===== config.mk =====
export PLATFORM = sky130hd
export DESIGN_NAME = ddr_zqcal_ctrl
export DESIGN_NICKNAME = d
export VERILOG_FILES = /design/src/rtl/ddr_zqcal_pkg.sv /design/src/rtl/ddr_zqcal_vote.sv /design/src/rtl/demet.sv /design/src/rtl/ddr_zqcal_ctrl.sv
export SDC_FILE = /design/constraint.sdc
export NUM_CORES = 1
export LEC_CHECK = 0
export ABC_CLOCK_PERIOD_IN_PS = 2200
export CAP_MARGIN = 40
export CORE_MARGIN = 8
export CORE_UTILIZATION = 49
export CTS_CLUSTER_SIZE = 40
export DETAILED_ROUTE_END_ITERATION = 6
export PLACE_DENSITY = 0.77
export SLEW_MARGIN = 5
export SYNTH_ARGS = -nofsm -noshare
export SYNTH_HDL_FRONTEND = slang
export SYNTH_HIERARCHICAL = 1
export SYNTH_SLANG_ARGS = --single-unit

===== constraint.sdc =====
create_clock -name i_clk -period 2.2 [get_ports i_clk]
set_input_delay 0.55 -clock i_clk [delete_from_list [all_inputs] [get_ports i_clk]]
set_output_delay 0.55 -clock i_clk [all_outputs]
set_load 0.02 [all_outputs]

===== src/rtl/ddr_zqcal_pkg.sv =====
// Shared types and constants for the ZQ calibration sequencer.
package ddr_zqcal_pkg;

  typedef enum logic [2:0] {
    IDLE     = 3'd0,
    P_SETTLE = 3'd1,
    P_SAMPLE = 3'd2,
    N_SETTLE = 3'd3,
    N_SAMPLE = 3'd4,
    DONE     = 3'd5,
    ERR      = 3'd6
  } zqcal_state_t;

  localparam int ZQCAL_SYNC_STAGES = 2;

  function automatic logic maj3(input logic [2:0] v);
    return (v[0] & v[1]) | (v[0] & v[2]) | (v[1] & v[2]);
  endfunction

endpackage


===== src/rtl/ddr_zqcal_vote.sv =====
// Three-sample history of the synchronized comparator with a 2-of-3 majority
// decision; maj_s reflects the two stored samples plus the current one.
module ddr_zqcal_vote (
  input  logic clk,
  input  logic rst_n,
  input  logic shift_en,
  input  logic din,
  output logic maj_s
);
  import ddr_zqcal_pkg::*;

  logic [2:0] smp_r;
  logic [2:0] smp_next_s;

  assign smp_next_s = {smp_r[1:0], din};
  assign maj_s      = maj3(smp_next_s);

  // Capture one comparator sample per sampling cycle
  always_ff @(posedge clk or negedge rst_n) begin
    if (!rst_n) begin
      smp_r <= 3'b000;
    end else if (shift_en) begin
      smp_r <= smp_next_s;
    end else begin
      smp_r <= smp_r;
    end
  end

endmodule


===== src/rtl/demet.sv =====
// Generic multi-flop synchronizer for a single asynchronous bit.
module demet #(
  parameter int STAGES = 2
) (
  input  logic clk,
  input  logic rst_n,
  input  logic d,
  output logic q
);

  logic [STAGES-1:0] sync_r;

  // Shift the asynchronous input through the synchronizer chain
  always_ff @(posedge clk or negedge rst_n) begin
    if (!rst_n) begin
      sync_r <= {STAGES{1'b0}};
    end else begin
      sync_r <= {sync_r[STAGES-2:0], d};
    end
  end

  assign q = sync_r[STAGES-1];

endmodule


===== src/rtl/ddr_zqcal_ctrl.sv =====
// ZQ calibration sequencer: linear PCAL then NCAL search against the analog
// comparator. Optional 2-of-3 sample voting with DDR_ZQCAL_MAJORITY_VOTE_EN.
module ddr_zqcal_ctrl #(
  parameter int CODE_W = 5,
  parameter int CNT_W  = 8
) (
  input  logic              i_clk,
  input  logic              i_rst_n,
  input  logic              i_start,
  input  logic              i_abort,
  input  logic [CNT_W-1:0]  i_settle_cyc,
  input  logic              i_zqcal_comp,
  output logic              o_cal_ena,
  output logic              o_pd_sel,
  output logic [CODE_W-1:0] o_pcal,
  output logic [CODE_W-1:0] o_ncal,
  output logic              o_busy,
  output logic              o_done,
  output logic              o_err
);
  import ddr_zqcal_pkg::*;

  localparam logic [CODE_W-1:0] CODE_MAX  = {CODE_W{1'b1}};
  localparam logic [CODE_W-1:0] CODE_ZERO = {CODE_W{1'b0}};
  localparam logic [CODE_W-1:0] CODE_ONE  = {{(CODE_W-1){1'b0}}, 1'b1};
  localparam logic [CNT_W-1:0]  CNT_ZERO  = {CNT_W{1'b0}};
  localparam logic [CNT_W-1:0]  CNT_ONE   = {{(CNT_W-1){1'b0}}, 1'b1};

  zqcal_state_t     state_r;
  logic [CNT_W-1:0] cnt_r;
  logic             comp_s;
  logic             trip_s;
  logic             decide_s;

  demet #(.STAGES(ZQCAL_SYNC_STAGES)) u_demet (
    .clk   (i_clk),
    .rst_n (i_rst_n),
    .d     (i_zqcal_comp),
    .q     (comp_s)
  );

`ifdef DDR_ZQCAL_MAJORITY_VOTE_EN
  logic [1:0] samp_cnt_r;
  logic       sample_s;

  assign sample_s = (state_r == P_SAMPLE) || (state_r == N_SAMPLE);
  assign decide_s = sample_s && (samp_cnt_r == 2'd2);

  ddr_zqcal_vote u_vote (
    .clk      (i_clk),
    .rst_n    (i_rst_n),
    .shift_en (sample_s),
    .din      (comp_s),
    .maj_s    (trip_s)
  );

  // Count the three cycles of each sampling window
  always_ff @(posedge i_clk or negedge i_rst_n) begin
    if (!i_rst_n) begin
      samp_cnt_r <= 2'd0;
    end else if (i_abort || !sample_s || decide_s) begin
      samp_cnt_r <= 2'd0;
    end else begin
      samp_cnt_r <= samp_cnt_r + 2'd1;
    end
  end
`else
  assign decide_s = 1'b1;
  assign trip_s   = comp_s;
`endif

  // Calibration sequencer with registered analog controls and status
  always_ff @(posedge i_clk or negedge i_rst_n) begin
    if (!i_rst_n) begin
      state_r   <= IDLE;
      cnt_r     <= CNT_ZERO;
      o_cal_ena <= 1'b0;
      o_pd_sel  <= 1'b0;
      o_pcal    <= CODE_ZERO;
      o_ncal    <= CODE_ZERO;
      o_busy    <= 1'b0;
      o_done    <= 1'b0;
      o_err     <= 1'b0;
    end else if (i_abort) begin
      state_r   <= IDLE;
      cnt_r     <= CNT_ZERO;
      o_cal_ena <= 1'b0;
      o_pd_sel  <= 1'b0;
      o_busy    <= 1'b0;
      o_done    <= 1'b0;
      o_err     <= 1'b0;
    end else begin
      case (state_r)
        IDLE, DONE, ERR: begin
          if (i_start) begin
            state_r   <= P_SETTLE;
            cnt_r     <= i_settle_cyc - CNT_ONE;
            o_cal_ena <= 1'b1;
            o_pd_sel  <= 1'b0;
            o_pcal    <= CODE_ZERO;
            o_busy    <= 1'b1;
            o_done    <= 1'b0;
            o_err     <= 1'b0;
          end else begin
            state_r <= state_r;
          end
        end
        P_SETTLE, N_SETTLE: begin
          if (cnt_r == CNT_ZERO) begin
            state_r <= (state_r == P_SETTLE) ? P_SAMPLE : N_SAMPLE;
          end else begin
            cnt_r <= cnt_r - CNT_ONE;
          end
        end
        P_SAMPLE: begin
          if (!decide_s) begin
            state_r <= state_r;
          end else if (trip_s) begin
            state_r  <= N_SETTLE;
            cnt_r    <= i_settle_cyc - CNT_ONE;
            o_pd_sel <= 1'b1;
            o_ncal   <= CODE_ZERO;
          end else if (o_pcal != CODE_MAX) begin
            state_r <= P_SETTLE;
            cnt_r   <= i_settle_cyc - CNT_ONE;
            o_pcal  <= o_pcal + CODE_ONE;
          end else begin
            state_r   <= ERR;
            o_cal_ena <= 1'b0;
            o_pd_sel  <= 1'b0;
            o_busy    <= 1'b0;
            o_err     <= 1'b1;
          end
        end
        N_SAMPLE: begin
          if (!decide_s) begin
            state_r <= state_r;
          end else if (trip_s) begin
            state_r   <= DONE;
            o_cal_ena <= 1'b0;
            o_pd_sel  <= 1'b0;
            o_busy    <= 1'b0;
            o_done    <= 1'b1;
          end else if (o_ncal != CODE_MAX) begin
            state_r <= N_SETTLE;
            cnt_r   <= i_settle_cyc - CNT_ONE;
            o_ncal  <= o_ncal + CODE_ONE;
          end else begin
            state_r   <= ERR;
            o_cal_ena <= 1'b0;
            o_pd_sel  <= 1'b0;
            o_busy    <= 1'b0;
            o_err     <= 1'b1;
          end
        end
        default: begin
          state_r   <= IDLE;
          cnt_r     <= CNT_ZERO;
          o_cal_ena <= 1'b0;
          o_pd_sel  <= 1'b0;
          o_busy    <= 1'b0;
          o_done    <= 1'b0;
          o_err     <= 1'b0;
        end
      endcase
    end
  end

endmodule


Word level (Yosys, flattened, before mapping)
Index checks and enable logic that the tools add are counted.
- register bits after elaboration: 27
- input port bits: 13
- output and inout bits: 15
- word-level logic and storage cells: 102
- add/subtract/negate cells: 4
- eq/ne operators: 28
- mux-type cells: 45
- bitwise gates (word level): 1
- reduce and logical (&&, ||, !) cells: 15
- operator list (kind ; number):
    $mux 8 ; 7
    $pmux 8 s4 ; 1
    $mux 5 ; 6
    $mux 3 ; 8
    $ne 3x3->1 const B ; 8
    $pmux 5 s2 ; 2
    $reduce_and 5->1 ; 4
    $mux 1 ; 16
    $sub 8x1->8 const B ; 2
    $ne 2x2->1 const B ; 6
    $ne 4x3->1 const B ; 3
    $pmux 1 s4 ; 3
    $pmux 3 s4 ; 1
    $add 5x1->5 const B ; 2
    $ne 5x5->1 const B ; 2
    $eq 3x3->1 const B ; 3
    $logic_not 8->1 ; 1
    $eq 3x2->1 const B ; 2
    $reduce_and 6->1 ; 1
    $reduce_or 3->1 ; 2
    $ne 2x1->1 const B ; 2
    $reduce_and 4->1 ; 1
    $reduce_bool 2->1 ; 2
    $eq 3x1->1 const B ; 1
    other kinds (7) ; 7

Depth between registers and ports, before layout
Gate-level depths: netlist (run 1).
- word-level depth: 5
- depth in mapped cells: 12
- mapped depth without buffers: 10

By module
Netlist (run 1), hierarchy kept.
- modules (own cells, without submodules) (module ; times used ; cells an instance ; area an instance (sq um) ; sequential area each (sq um)):
    ddr_zqcal_ctrl ; 1 ; 218 ; 1875.5 ; 625.6
    demet ; 1 ; 2 ; 50.0 ; 50.0

Worst setup path after synthesis (run 1)
OpenSTA, ideal clock, no wires.
- kind: register to register
- start: reg state_r[1]
- end: reg cnt_r[6]
- library setup time: 0.101 ns
- arrival time: 2.342 ns
- data required time: 2.099 ns
- setup slack: -0.242 ns
- cell stages (with the launch flop): 13
- buffers on the path: 2
- period minus slack after synthesis: 2.442 ns
- path through: dfrtp_1 -> buf_4 -> nand2b_1 -> nand2_1 -> clkbuf_1 -> nor2_1 -> a21oi_1 -> ha_1 -> nor3b_1 -> nor3b_1 -> xor2_1 -> a21oi_1 -> o32ai_1
- longest elaborated chain between the ends: 4
- elaborated cells on any way between the ends: 17
- those cells by class: eq/ne: 11; mux: 2; reduce/logical: 4
- RTL lines (element ; line ; text):
    start: declaration ; ddr_zqcal_ctrl.sv:29 ; zqcal_state_t state_r;
    start signal: assignment ; ddr_zqcal_ctrl.sv:105 ; state_r <= state_r;
    start signal: assignment ; ddr_zqcal_ctrl.sv:110 ; state_r <= (state_r == P_SETTLE) ? P_SAMPLE : N_SAMPLE;
    start signal: assignment ; ddr_zqcal_ctrl.sv:117 ; state_r <= state_r;
    $eq 3x3->1 (tied with other cells) ; ddr_zqcal_ctrl.sv:93 ; case (state_r)
    $reduce_or 3->1 / $reduce_or 2->1 (equally long branches) ; ddr_zqcal_ctrl.sv:93 ;
    $ne 3x3->1 (no line) / $pmux 8 s4 (equally long branches) ; -- ;
    $reduce_and 5->1 (no line) / $mux 8 (equally long branches) ; -- ;
    end signal: assignment ; ddr_zqcal_ctrl.sv:97 ; cnt_r <= i_settle_cyc - CNT_ONE;
    end signal: assignment ; ddr_zqcal_ctrl.sv:112 ; cnt_r <= cnt_r - CNT_ONE;
    end signal: assignment ; ddr_zqcal_ctrl.sv:120 ; cnt_r <= i_settle_cyc - CNT_ONE;
    end: declaration ; ddr_zqcal_ctrl.sv:30 ; logic [CNT_W-1:0] cnt_r;
Parallel ways exist; a longest one is shown, timed or not.
A chain may end at the register's enable or synchronous reset.

Final worst setup path (run 1)
- start: reg o_pcal[1]
- end: reg cnt_r[5]
- longest elaborated chain between the ends: 3
- RTL lines (element ; line ; text):
    start: declaration ; ddr_zqcal_ctrl.sv:15 ; output logic [CODE_W-1:0] o_pcal,
    start signal: assignment ; ddr_zqcal_ctrl.sv:126 ; o_pcal <= o_pcal + CODE_ONE;
    $ne 5x5->1 ; ddr_zqcal_ctrl.sv:123 ; end else if (o_pcal != CODE_MAX) begin
    $ne 4x3->1 (no line) ; -- ;
    $reduce_and 5->1 (no line) ; -- ;
    end signal: assignment ; ddr_zqcal_ctrl.sv:120 ;
    end signal: assignment ; ddr_zqcal_ctrl.sv:125 ; cnt_r <= i_settle_cyc - CNT_ONE;
    end signal: assignment ; ddr_zqcal_ctrl.sv:146 ; cnt_r <= i_settle_cyc - CNT_ONE;
No other way between the ends.

==> reports/results.ini, run 1 <==
[grt]
grtUsageMet3=0.0248
grt_util_met2=0.245
grt_remaining_overflow=0
grt_use_total=0.163
met1_usage=0.235
first_global_vias=1819
global_route_wire_length_before_repair_um=8520
grt_start_max_net_pins=28
grt-busiest-layer=met2
antenna_found_initial=0

[routing]
route.detailed.drc=0
routed_wl_um=5250
avgViaCountPerCell=5.86
drtPass1Iterations=4
vias=1899
wire_per_inst_um=16.2
drtIter0Drc=146
postRouteAntennaNets=0

[hold_path]
worstHoldPathType=flop to flop

[die]
core_region_area_mm2=0.00372
floorplan.die.height_um=78.7
rows=22
design.die.area_mm2=0.00619
floorplan.initialDensity=0.518
io-pin-count=28
x_dimension_of_the_die_um=78.7

[final_layout]
final_non_filler_cell_total=324
area_delta_synth_final_pct=38.2
seq_area_um2=681
layout.nets=295
insertedDiodeCount=0
utilization=0.716
multiInputGateArea_mm2=0.00125
fill_cells=289
post-route-cell-area_mm2=0.00266
drive_above_1_share=0.283

[worst_setup_path]
required_time_at_the_worst_slack_endpoint_ps=2360
crit_path_top_delay_cell=or4b_4
timing.critical_path.mode_cell=ha_4
critical_path.max_stage_delay_ps=610
path_max_fanout=7
worstSetupStartpointType=flop
end_kind=flop
timing.setup.critical_path_class=flop to flop
timing.critical_path.cells=ha_4 > and3_4 > ha_4 > nand4bb_1 > a21oi_2 > or4b_4 > o211ai_1 > o21ai_1
cp.arrival_ps=2300

[yosys]
synth_seq_area_share=0.351
netlist_instances=220
ys_types=58
syn-num-nets=238
synth_flop_cell=dfrtp_1
synth.cell_area_mm2=0.00193
synth_warnings=6
synth_enable_flop_cells=0
synth_async_sr_flop_share=1.00
synth.avg_cell_area_um2=8.75
synth.ff_latch_count=27

[place]
placement.cell_area_mm2=0.00249
detailedPlace.worstSlack_ps=-269
numPortBuffers=27
dpl.cell_count=317
finalWeightedCongestion=0.912
hpwl_um=3740

[timing]
tns_ps=0
tightestPinTransition_ps=509
timing.final.crit_share=0.970
fin_skew_ps=1.64
hold_ws_ps=359
maxSlewHeadroom=0.658
rsz0062_at_grt=yes
min_cycle_time_layout_ps=2130
final.setup.worst_slack_ps=65.8
setup_viol=0
timing_max_transition_violations_final=0
timing.final.hold_violations=0
fmax_mhz=469

[power_and_ir_drop]
netSwitchingFraction=0.434
post-layout-total-power_mw=2.75
sequentialPowerShare=0.272
cell_int_power_mw=1.56
power_density_mw_per_mm2=1030
netSwitchingPower_mw=1.19
power.clock.fraction=0.104
comb_power_share=0.624
vdd.ir_drop.worst_mv=0.625
cellLeakagePower_nw=1.14

[clock_tree]
root_buffer=clkbuf_8
clock_sink_count=27
clkTransAtPathRegs_ps=90
cts-root-to-sink-buffers=2
cts_tree=done
worstSkewPairLatency_ps=270
numCtsBuffers=3
h-tree-depth=1

[status]
run_status=finished, final reports clean

[job]
cap_violations=0

[cells in the final DEF (no fill, tap or decap), drive strengths merged, types with 2 or more instances in the layout]
cell type      synthesis  routed
a21o                   3       3
a21oi                 20      20
a221oi                 3       3
a22o                   3       3
a2bb2oi                2       2
a31oi                  2       2
and3                   2       2
buf                   10      39
clkbuf                 4       3
clkdlybuf4s50          0      26
dfrtp                 27      27
ha                     5       5
inv                   12      12
mux2                   3       3
mux2i                  2       2
nand2                 13      13
nand2b                 6       6
nand3                  9       9
nand3b                 2       2
nor2                  19      19
nor2b                  3       3
nor3                   9       9
nor3b                  5       5
o21ai                 16      16
o22ai                  2       2
o32ai                  6       6
or3                    4       4
xnor2                  4       4
xor2                   4       4
[cells in the mapped netlist, drive strengths merged, types with 3 or more instances]
cell,n,area share
clkbuf,4,0.0078
nor2,19,0.037
a221oi,3,0.020
o32ai,6,0.027
ha,5,0.032
xnor2,4,0.018
nand3,9,0.023
nor2b,3,0.0097
nor3,9,0.034
nand2b,6,0.019
a21o,3,0.016
o21ai,16,0.042
nor3b,5,0.025
a22o,3,0.014
buf,10,0.033
inv,12,0.023
or3,4,0.013
dfrtp,27,0.35
nand2,13,0.027
a21oi,20,0.052
mux2,3,0.021
xor2,4,0.018
[layout make-up]
| type | count | area share |
|---|---|---|
| clock buffers | 3 | 0.0155 |
| clock inverters | 1 | 0.00188 |
| inverters | 12 | 0.0169 |
| multi-input cells | 167 | 0.470 |
| flip-flops and latches | 27 | 0.256 |
| well taps | 48 | 0.0226 |
| repair buffers | 66 | 0.217 |
[cell families after synthesis]
kind of cell               count (synthesis)  share of synthesized area
xor gates and xnor gates                   8                     0.0364
AOI/OAI and AO/OA                         69                      0.246
DFF                                       27                      0.351
adders and majority gates                  5                     0.0325
and+or+nand+nor                           80                      0.238
buffers and inverters                     26                     0.0643
muxes                                      5                     0.0318
[final timing paths]
path / from / to / slack, ps / cells past startpoint
setup reg to reg: o_pcal[1] / cnt_r[5] / 70 / 8
hold / removal: u_demet/sync_r[0] / u_demet/sync_r[1] / 360 / 0
setup / recovery: o_pcal[1] / cnt_r[5] / 70 / 8
min in group asynchronous: i_rst_n / o_pcal[4] / 630 / 2
hold reg to reg: u_demet/sync_r[0] / u_demet/sync_r[1] / 360 / 0
max in group asynchronous: i_rst_n / o_ncal[0] / 1290 / 2
[routing by layer]
metal	vias to the layer above	share of wire	routed length (µm)
met5	-	0	0
met4	0	0.016	83
met3	11	0.065	339
met2	56	0.47	2450
met1	914	0.45	2370
li1	918	-	-
[worst max-delay path, delay by kind of cell (launching register included)]
| kind | cells | cell delay, ps |
|---|---|---|
| adders and majority gates | 2 | 330 |
| AOI/OAI and AO/OA | 3 | 360 |
| and+or+nand+nor | 3 | 910 |
| DFF | 1 | 430 |
[power by group through the flow]
stage	sequential, mW	combinational, mW	clock [mW]
after detailed placement	0.744	1.58	0
after global placement	0.743	1.56	0
final	0.748	1.72	0.285
after global routing	0.765	1.88	0.308
after CTS	0.735	1.60	0.289
after floorplan	0.770	1.09	0
[flip-flops by register name (all words and copies together), names as in the netlist]
name / count
cnt_r: 8
o_busy: 1
o_done: 1
o_err: 1
o_ncal: 5
o_pcal: 5
o_pd_sel: 1
state_r: 3
u_demet/sync_r: 2
[what timing repair did]
action,CTS,global route
pin swaps,1,6
gates cloned,0,0
hold buffers,0,0
gates resized for setup,1,19
buffers inserted,0,3
endpoints found under the hold margin,0,0
setup endpoints to repair,8,13
Note: power is estimated with default switching activity, not from simulation.
==> run 2: changes to the inputs <==
CTS_CLUSTER_SIZE = not set   (was 40)
==> results of run 2 <==
Same layout as run 1: the final DEF is identical, and so are final timing and power.
